File: src/rtl/instr_seq.sv
// instr_seq: multi-cycle MSP430 instruction sequencer driving datapath selects and strobes.
// The IR and state are registered; strobes that depend on the memory handshake are decoded from state and mem_rdy.
module instr_seq #(
  parameter int SIZE = 16
) (
  input  logic            clk,
  input  logic            rst,
  input  logic            mem_rdy,
  input  logic [SIZE-1:0] MDB_out,
  input  logic [3:0]      CVNZ,
  output logic [SIZE-1:0] ir,
  output logic [2:0]      MAB_SEL,
  output logic [2:0]      MPC,
  output logic            MW,
  output logic            RW,
  output logic            sr_we,
  output logic            rs_inc,
  output logic            sp_dec,
  output logic            illegal,
  output logic [3:0]      state
);
  typedef enum logic [3:0] {
    FETCH, DECODE, SRC_EXT, SRC_RD, DST_EXT, DST_RD, EXEC, DST_WR, PUSH
  } state_t;
  state_t state_q, state_d, src_st, post_src;
  logic [SIZE-1:0] ir_q, ir_d;
  logic is_jmp, is_f1, is_f2, bad, cg, imm, ad, dst_mem, f1_mov, f1_nowr, f2_push, f2_flags, to_wr, taken, nv;
  logic [1:0] as_m;
  logic [2:0] f2op;
  logic [3:0] rsrc;
  logic [7:0] conds;
  assign is_jmp   = ir_q[15:13] == 3'b001;
  assign is_f2    = ir_q[15:10] == 6'b000100;
  assign is_f1    = ir_q[15:12] >= 4'd4;
  assign f2op     = ir_q[9:7];
  assign bad      = !(is_jmp || is_f1 || is_f2) || (is_f2 && f2op[2:1] == 2'b11);
  assign as_m     = ir_q[5:4];
  assign ad       = ir_q[7];
  assign rsrc     = is_f1 ? ir_q[11:8] : ir_q[3:0];
  assign cg       = rsrc == 4'd3 || (rsrc == 4'd2 && as_m[1]);
  assign imm      = as_m == 2'b11 && rsrc == 4'd0;
  assign f1_mov   = ir_q[15:12] == 4'h4;
  assign f1_nowr  = ir_q[15:12] == 4'h9 || ir_q[15:12] == 4'hB;
  assign f2_push  = f2op[2];
  assign f2_flags = f2op != 3'b001;
  // constant-generator operands behave like registers: no memory read, no memory write-back
  assign dst_mem  = as_m != 2'b00 && !cg;
  assign to_wr    = (is_f1 && ad && !f1_nowr) || (is_f2 && !f2_push && dst_mem);
  assign post_src = is_f1 ? (ad ? DST_EXT : EXEC) : (f2_push ? PUSH : EXEC);
  assign src_st   = (cg || as_m == 2'b00) ? post_src : (as_m == 2'b01 || imm) ? SRC_EXT : SRC_RD;
  assign nv       = CVNZ[2] ^ CVNZ[3];
  assign conds    = {1'b1, nv, ~nv, CVNZ[2], CVNZ[0], ~CVNZ[0], CVNZ[1], ~CVNZ[1]};
  assign taken    = conds[ir_q[12:10]];
  always_comb begin
    state_d = state_q;
    ir_d = ir_q;
    case (state_q)
      FETCH:   begin
        state_d = mem_rdy ? DECODE : FETCH;
        ir_d = mem_rdy ? MDB_out : ir_q;
      end
      DECODE:  state_d = bad ? FETCH : is_jmp ? EXEC : src_st;
      SRC_EXT: state_d = !mem_rdy ? SRC_EXT : imm ? post_src : SRC_RD;
      SRC_RD:  state_d = mem_rdy ? post_src : SRC_RD;
      DST_EXT: state_d = !mem_rdy ? DST_EXT : f1_mov ? EXEC : DST_RD;
      DST_RD:  state_d = mem_rdy ? EXEC : DST_RD;
      EXEC:    state_d = to_wr ? DST_WR : FETCH;
      DST_WR:  state_d = mem_rdy ? FETCH : DST_WR;
      PUSH:    state_d = !mem_rdy ? PUSH : f2op[0] ? EXEC : FETCH;
      default: state_d = FETCH;
    endcase
  end
  always_ff @(posedge clk or negedge rst) begin
    if (!rst) begin
      state_q <= FETCH;
      ir_q <= '0;
    end else begin
      state_q <= state_d;
      ir_q <= ir_d;
    end
  end
  // strobes are forced low while reset is held so an abandoned instruction issues nothing
  always_comb begin
    MAB_SEL = 3'b000;
    MPC = 3'b000;
    MW = 1'b0;
    RW = 1'b0;
    sr_we = 1'b0;
    rs_inc = 1'b0;
    sp_dec = 1'b0;
    illegal = 1'b0;
    if (rst) begin
      case (state_q)
        FETCH, SRC_EXT, DST_EXT: MPC = mem_rdy ? 3'b001 : 3'b000;
        DECODE: illegal = bad;
        SRC_RD: begin
          MAB_SEL = as_m == 2'b01 ? 3'b010 : 3'b001;
          rs_inc = mem_rdy && as_m == 2'b11;
        end
        DST_RD: MAB_SEL = 3'b010;
        EXEC: begin
          MPC = ((is_jmp && taken) || (is_f2 && f2_push)) ? 3'b010 : 3'b000;
          RW = (is_f1 && !ad && !f1_nowr) || (is_f2 && !f2_push && !dst_mem);
          sr_we = (is_f1 && !f1_mov) || (is_f2 && !f2_push && f2_flags);
        end
        DST_WR: begin
          MAB_SEL = (is_f1 || as_m == 2'b01) ? 3'b010 : 3'b001;
          MW = mem_rdy;
        end
        PUSH: begin
          MAB_SEL = 3'b011;
          MW = mem_rdy;
          sp_dec = mem_rdy;
        end
        default: ;
      endcase
    end
  end
  assign ir = ir_q;
  assign state = state_q;
endmodule

File: config.mk
export PLATFORM = sky130hd
export DESIGN_NAME = instr_seq
export DESIGN_NICKNAME = d
export VERILOG_FILES = /design/src/rtl/instr_seq.sv
export SDC_FILE = /design/constraint.sdc
export NUM_CORES = 1
export LEC_CHECK = 0
export CELL_PAD_IN_SITES_DETAIL_PLACEMENT = 1
export CELL_PAD_IN_SITES_GLOBAL_PLACEMENT = 1
export CORE_MARGIN = 1.5
export CORE_UTILIZATION = 30
export CTS_CLUSTER_DIAMETER = 120
export CTS_CLUSTER_SIZE = 40
export DETAILED_ROUTE_END_ITERATION = 10
export PLACE_DENSITY_LB_ADDON = 0.1
export RECOVER_POWER = 50
export SLEW_MARGIN = 0
export SYNTH_ARGS = -nofsm -noshare
export SYNTH_HDL_FRONTEND = slang
export SYNTH_SLANG_ARGS = --single-unit
File: constraint.sdc
create_clock -name clk -period 4.1 [get_ports clk]
set_clock_uncertainty 0.05 [all_clocks]
set_input_delay 0.41 -clock clk [delete_from_list [all_inputs] [get_ports clk]]
set_output_delay 0.41 -clock clk [all_outputs]
set_load 0.005 [all_outputs]
# == Yosys cells after proc, flatten, opt, wreduce, memory -nomap -nowiden ==
# Index checks and enable logic that the tools add are counted.
# totals
regBits,20
# op_classes
bitwise,4
reduce_logical,42
n_mux,42
n_lt_le_gt_ge,2
eq_ne,19
# ops
operator,n
4-bit two-way mux,10
4-bit one-hot mux with 9 select lines,1
"4-bit by 3-bit == test with 1-bit output, second input constant",5
2-bit two-way mux,9
"4-bit by 2-bit == test with 1-bit output, second input constant",4
1-bit logical AND,16
1-bit two-way mux,16
"4-bit == test, second input constant",3
1-bit logical OR,12
3-bit two-way mux,3
4-bit zero test,2
2-bit one-hot mux with 4 select lines,1
1-bit zero test,7
"6-bit by 3-bit == test with 1-bit output, second input constant",1
"2-bit == test, second input constant",2
"4-bit by 1-bit == test with 1-bit output, second input constant",1
"4-bit by 3-bit greater-or-equal comparator with 1-bit output, second input constant",1
"3-bit by 4-bit less-than comparator with 1-bit output, second input constant",1
2-bit one-hot mux with 2 select lines,1
1-bit binary-select mux with 3-bit select,1
"3-bit by 1-bit == test with 1-bit output, second input constant",1
"3-bit by 1-bit inequality test with 1-bit output, second input constant",1
1-bit inverter,3
3-bit OR reduction,1
6 further kinds,6

# == Depth between registers and ports, before layout ==
# logic_depth
depth_word,12
depth_mapped,7
depth_no_buf,6

# == Least setup slack after synthesis ==
# Ideal clock, no wire load.
# synth_path
path_kind,register -> register
startpoint,"reg ir_q[15], in the netlist ir[15]"
endpoint,"reg state_q[1], in the netlist state[1]"
synth_period_minus_slack_ns,2.179
arrival_time_ns,1.991
n_path_buf,1
slack_ns,1.921
stages_incl_launch_ff,8
required_ns,3.912
setup_time_ns,0.138
cell_sequence,dfrtp_1 -> buf_6 -> nor2_8 -> mux2i_1 -> and3b_1 -> nor3_1 -> o31a_1 -> or4b_1
# synth_via
elab_chain_cells,11
word_cells_on_any_way,39
# synth_lines
item,line_no,source
"start, declared",26,"logic [SIZE-1:0] ir_q, ir_d;"
"start signal, assigned",79,ir_q <= ir_d;
4-bit by 3-bit greater-or-equal comparator with 1-bit output,34,assign is_f1 = ir_q[15:12] >= 4'd4;
4-bit two-way mux,39,assign rsrc = is_f1 ? ir_q[11:8] : ir_q[3:0];
4-bit by 2-bit == test with 1-bit output,40,assign cg = rsrc == 4'd3 || (rsrc == 4'd2 && as_m[1]);
1-bit logical AND,40,
1-bit logical OR,40,
1-bit zero test,47,assign dst_mem = as_m != 2'b00 && !cg;
1-bit logical AND,47,
1-bit logical AND,48,assign to_wr = (is_f1 && ad && !f1_nowr) || (is_f2 && !f2_push && dst_mem);
1-bit logical OR,48,
3-bit two-way mux,67,EXEC: state_d = to_wr ? DST_WR : FETCH;
4-bit one-hot mux with 9 select lines *,57,case (state_q)
via state_d[1],25,"state_t state_q, state_d, src_st, post_src;"
"end signal, assigned",78,state_q <= state_d;
"end, declared",25,
# Mark *: on every way through the listed nets, which the timed path passes. The rest lies on a longest branch.
# A chain may end at the register's enable or synchronous reset.

# == Worst setup path after layout ==
# layout_path
startpoint,"reg ir_q[14], in the netlist ir[14]"
endpoint,out RW
# layout_via
elab_chain_cells,12
word_cells_on_any_way,21
# layout_lines
item,line_no,source
4-bit by 3-bit greater-or-equal comparator with 1-bit output,34,
4-bit two-way mux,39,
4-bit by 2-bit == test with 1-bit output,40,
1-bit logical AND,40,
1-bit logical OR,40,
1-bit zero test,47,
1-bit logical AND,47,
1-bit zero test,103,RW = (is_f1 && !ad && !f1_nowr) || (is_f2 && !f2_push && !dst_mem);
1-bit logical AND,103,
1-bit logical OR *,103,
1-bit two-way mux *,93,case (state_q)
1-bit two-way mux *,92,if (rst) begin
"end, declared",15,"output logic RW,"
# Mark *: on every way between the ends. The rest lies on a longest branch, timed or not.

==> impl_results.md <==
* Slew margin rel. at between 30% and 40%
* CP Max Fanout at 11
* Initial Utilization at 31.0%
* Ys flop type: dfrtp_1
* Die X at 72.7 µm
* Pwr per Cell Area at slightly above 700 nW/µm²
* Clock Tree Buf Depth at 2
* IO buf count at 52
* H-tree Lvls at 1
* Routability cong. at ~0.89
* Cts repair resizes at 0
* # nets final at 226
* Layout area overhead at 41.1%
* Die height at 72.7 µm
* First-pass GRT wire length at 7570 µm
* Via Count at 1434
* Worst Hold Depth at 1
* Ratio of cells with drive above 1 in the final layout at 11.9%
* Core area at 4690 µm²
* Fin. max-slew vios at 0
* Cell variety after synth at between 40 and 50
* RSZ-0062 raised after global routing: no
* Most frequent cells in the layout: clkdlybuf4s50_1, dfrtp_1, mux2_2, dlygate4sd3_1, o21ai_0
* Final Hold Fails at 0
* Worst Path Required at about 3.6 ns
* Total CTS buffers at 3
* Critical Path Sink Type: output port
* Cells after Synth at roughly 160
* Via-to-Cell Ratio at 5.60
* R2R setup slack at approximately 1.6 ns
* Initial antenna violation count at 0
* # IOs at 55
* EDFF count, synth at 0
* DRC violations left at 0
* Worst-margin pin slew at 0.969 ns
* GRT Residual Overflow at 0
* Routed Antenna Nets at 0
* Avg Cell Area, Syn at 9.28 µm²
* TNS Setup at 0 ns
* Postcts setup bufs at 0
* Clock latency on the worst-skew pair at 0.26 ns
* Seq cells post-synth at 20
* Antenna cell count at 0
* Clock slew at reported path FFs at approximately 0.08 ns
* Clk sinks at 20
* Hold crit path type: reg -> reg
* Crit path launch type: register
* Power after layout at approximately 1500 µW
* HPWL after DPL at 3370 µm
* Critical R2R Capture: state[1]
* Period utilization at 72.1%
* Leak at 0.000798 µW
* Fmax at 0.338 GHz
* Fillcell total at 532
* Worst Hold Path EP: ir[6]
* Min Tclk post-route at just under 3 ns
* Asr flop ratio synth at 100%
* VDD IR-drop max at approximately 250 µV
* Die area at 5280 µm²
* R2R depth at 6
* Largest net degree at the start of global routing at 18
* Final setup margin at 1.15 ns
* DRT Pass-1 Iters at 4
* CP arrival at 2.49 ns
* Root Driver: clkbuf_8
* R2R Path Start: ir[14]
* Sequential share of the synthesized area at 34.4%
* Iteration-0 DRC Markers at 59
* # setup viols final at 0
* Total Routing Usage GR at 18.4%
* Wire length per cell at around 18 µm
* Max_cap viols at 0
* Via count of the first global-routing pass at 1467
* Dpl ws at roughly 1.3 ns
* Commonest non-fill, non-tap cell in the layout: clkdlybuf4s50_1
* Ys Warns at 0
* Outcome: complete, no violations
* CTS tree: yes
* Hold_sp: ir[6]
* Synthesized cell area at 1460 µm²
* WS Path Type: reg -> out
* Number of hold buffers added after CTS at 0
* Row count at 25
* Total Routed Length at between 4000 and 5000 µm
==> worst max-delay path, cell delays in order (launching register included) <==
cell and delay (ns):
dfrtp_1 0.66, or2_1 0.25, a21oi_2 0.11, o32ai_4 0.40, nand2_1 0.11, a21oi_1 0.18, clkdlybuf4s50_1 0.53
==> stage by stage <==
step                hold WS [ns]  instances  utilization [%]  cell area, µm²
finish                     0.472        256             43.8            2050
global route               0.480        256             43.8            2050
CTS                        0.404        256             43.9            2060
floorplan                 0.0644        158                -            1460
detailed placement         0.460        252             42.3            1990
global placement           0.445        252             42.3            1990
==> final cells by class <==
class	instances	area [µm²]	share of cell area [%]
tap	54	67.6	3.29
clock buffer	3	41.3	2.01
multi-input combinational	120	872	42.4
inverter	5	18.8	0.914
timing repair buffer	53	524	25.5
clock inverter	1	30.0	1.46
sequential	20	500	24.4
==> worst max path at each step <==
stage / from / endpoint / slack [ns]
2_1_floorplan: ir[15] / state[1] / 1.92
3_3_place_gp: rst / MPC[0] / 1.33
3_5_place_dp: rst / MPC[0] / 1.31
4_1_cts: ir[14] / RW / 1.09
5_1_grt: rst / MPC[0] / 0.95
6_report: ir[14] / RW / 1.15
==> per-layer routing <==
metal / routed length (µm) / vias up / track usage (%)
li1: - / 681 / -
met1: 2030 / 706 / 24.8
met2: 2250 / 43 / 30.8
met3: 184 / 4 / 2.62
met4: 43 / 0 / 4.82
met5: 0 / - / 0
==> registers in the layout, summed over array words and instances (netlist names) <==
register  flops
state         4
ir           16
==> cells in the mapped netlist, types with 2 or more instances <==
cell,instances,area share [%]
a211oi_1,4,2.1
a21oi_1,7,2.4
a221oi_1,2,1.2
a31oi_1,6,2.6
and3_1,3,1.3
and3b_1,2,1.2
buf_4,3,1.5
clkbuf_1,8,2.1
dfrtp_1,20,34
inv_1,5,1.3
mux2_2,16,12
mux2i_1,2,1.4
nand2_1,9,2.3
nand2b_1,3,1.3
nand3_1,2,0.69
nand3b_1,4,2.1
nor2_1,9,2.3
nor2b_1,4,1.7
nor3_1,4,1.4
nor4b_1,2,1.2
o211ai_1,2,1.0
o21ai_0,11,3.8
o22ai_1,2,0.86
or3_1,3,1.3
==> power by group <==
group          leakage [µW]  internal [µW]  switching (µW)
Sequential         0.000240            293             227
Clock             0.0000357            130            72.1
Combinational      0.000521            429             328
Total              0.000798            852             627
==> kinds of logic (layout without fill, tap and decap cells) <==
family | after synthesis | in the layout | synth area share (%)
AO/OA/AOI/OAI | 43 | 43 | 20.6
XOR/XNOR | 1 | 1 | 0.601
buffers and inverters | 18 | 62 | 6.01
flip-flops | 20 | 20 | 34.4
multiplexers | 18 | 18 | 13.7
other | 1 | 2 | 0.257
AND/OR/NAND/NOR | 56 | 56 | 24.4
No activity file was read; power rests on OpenSTA's default activity.
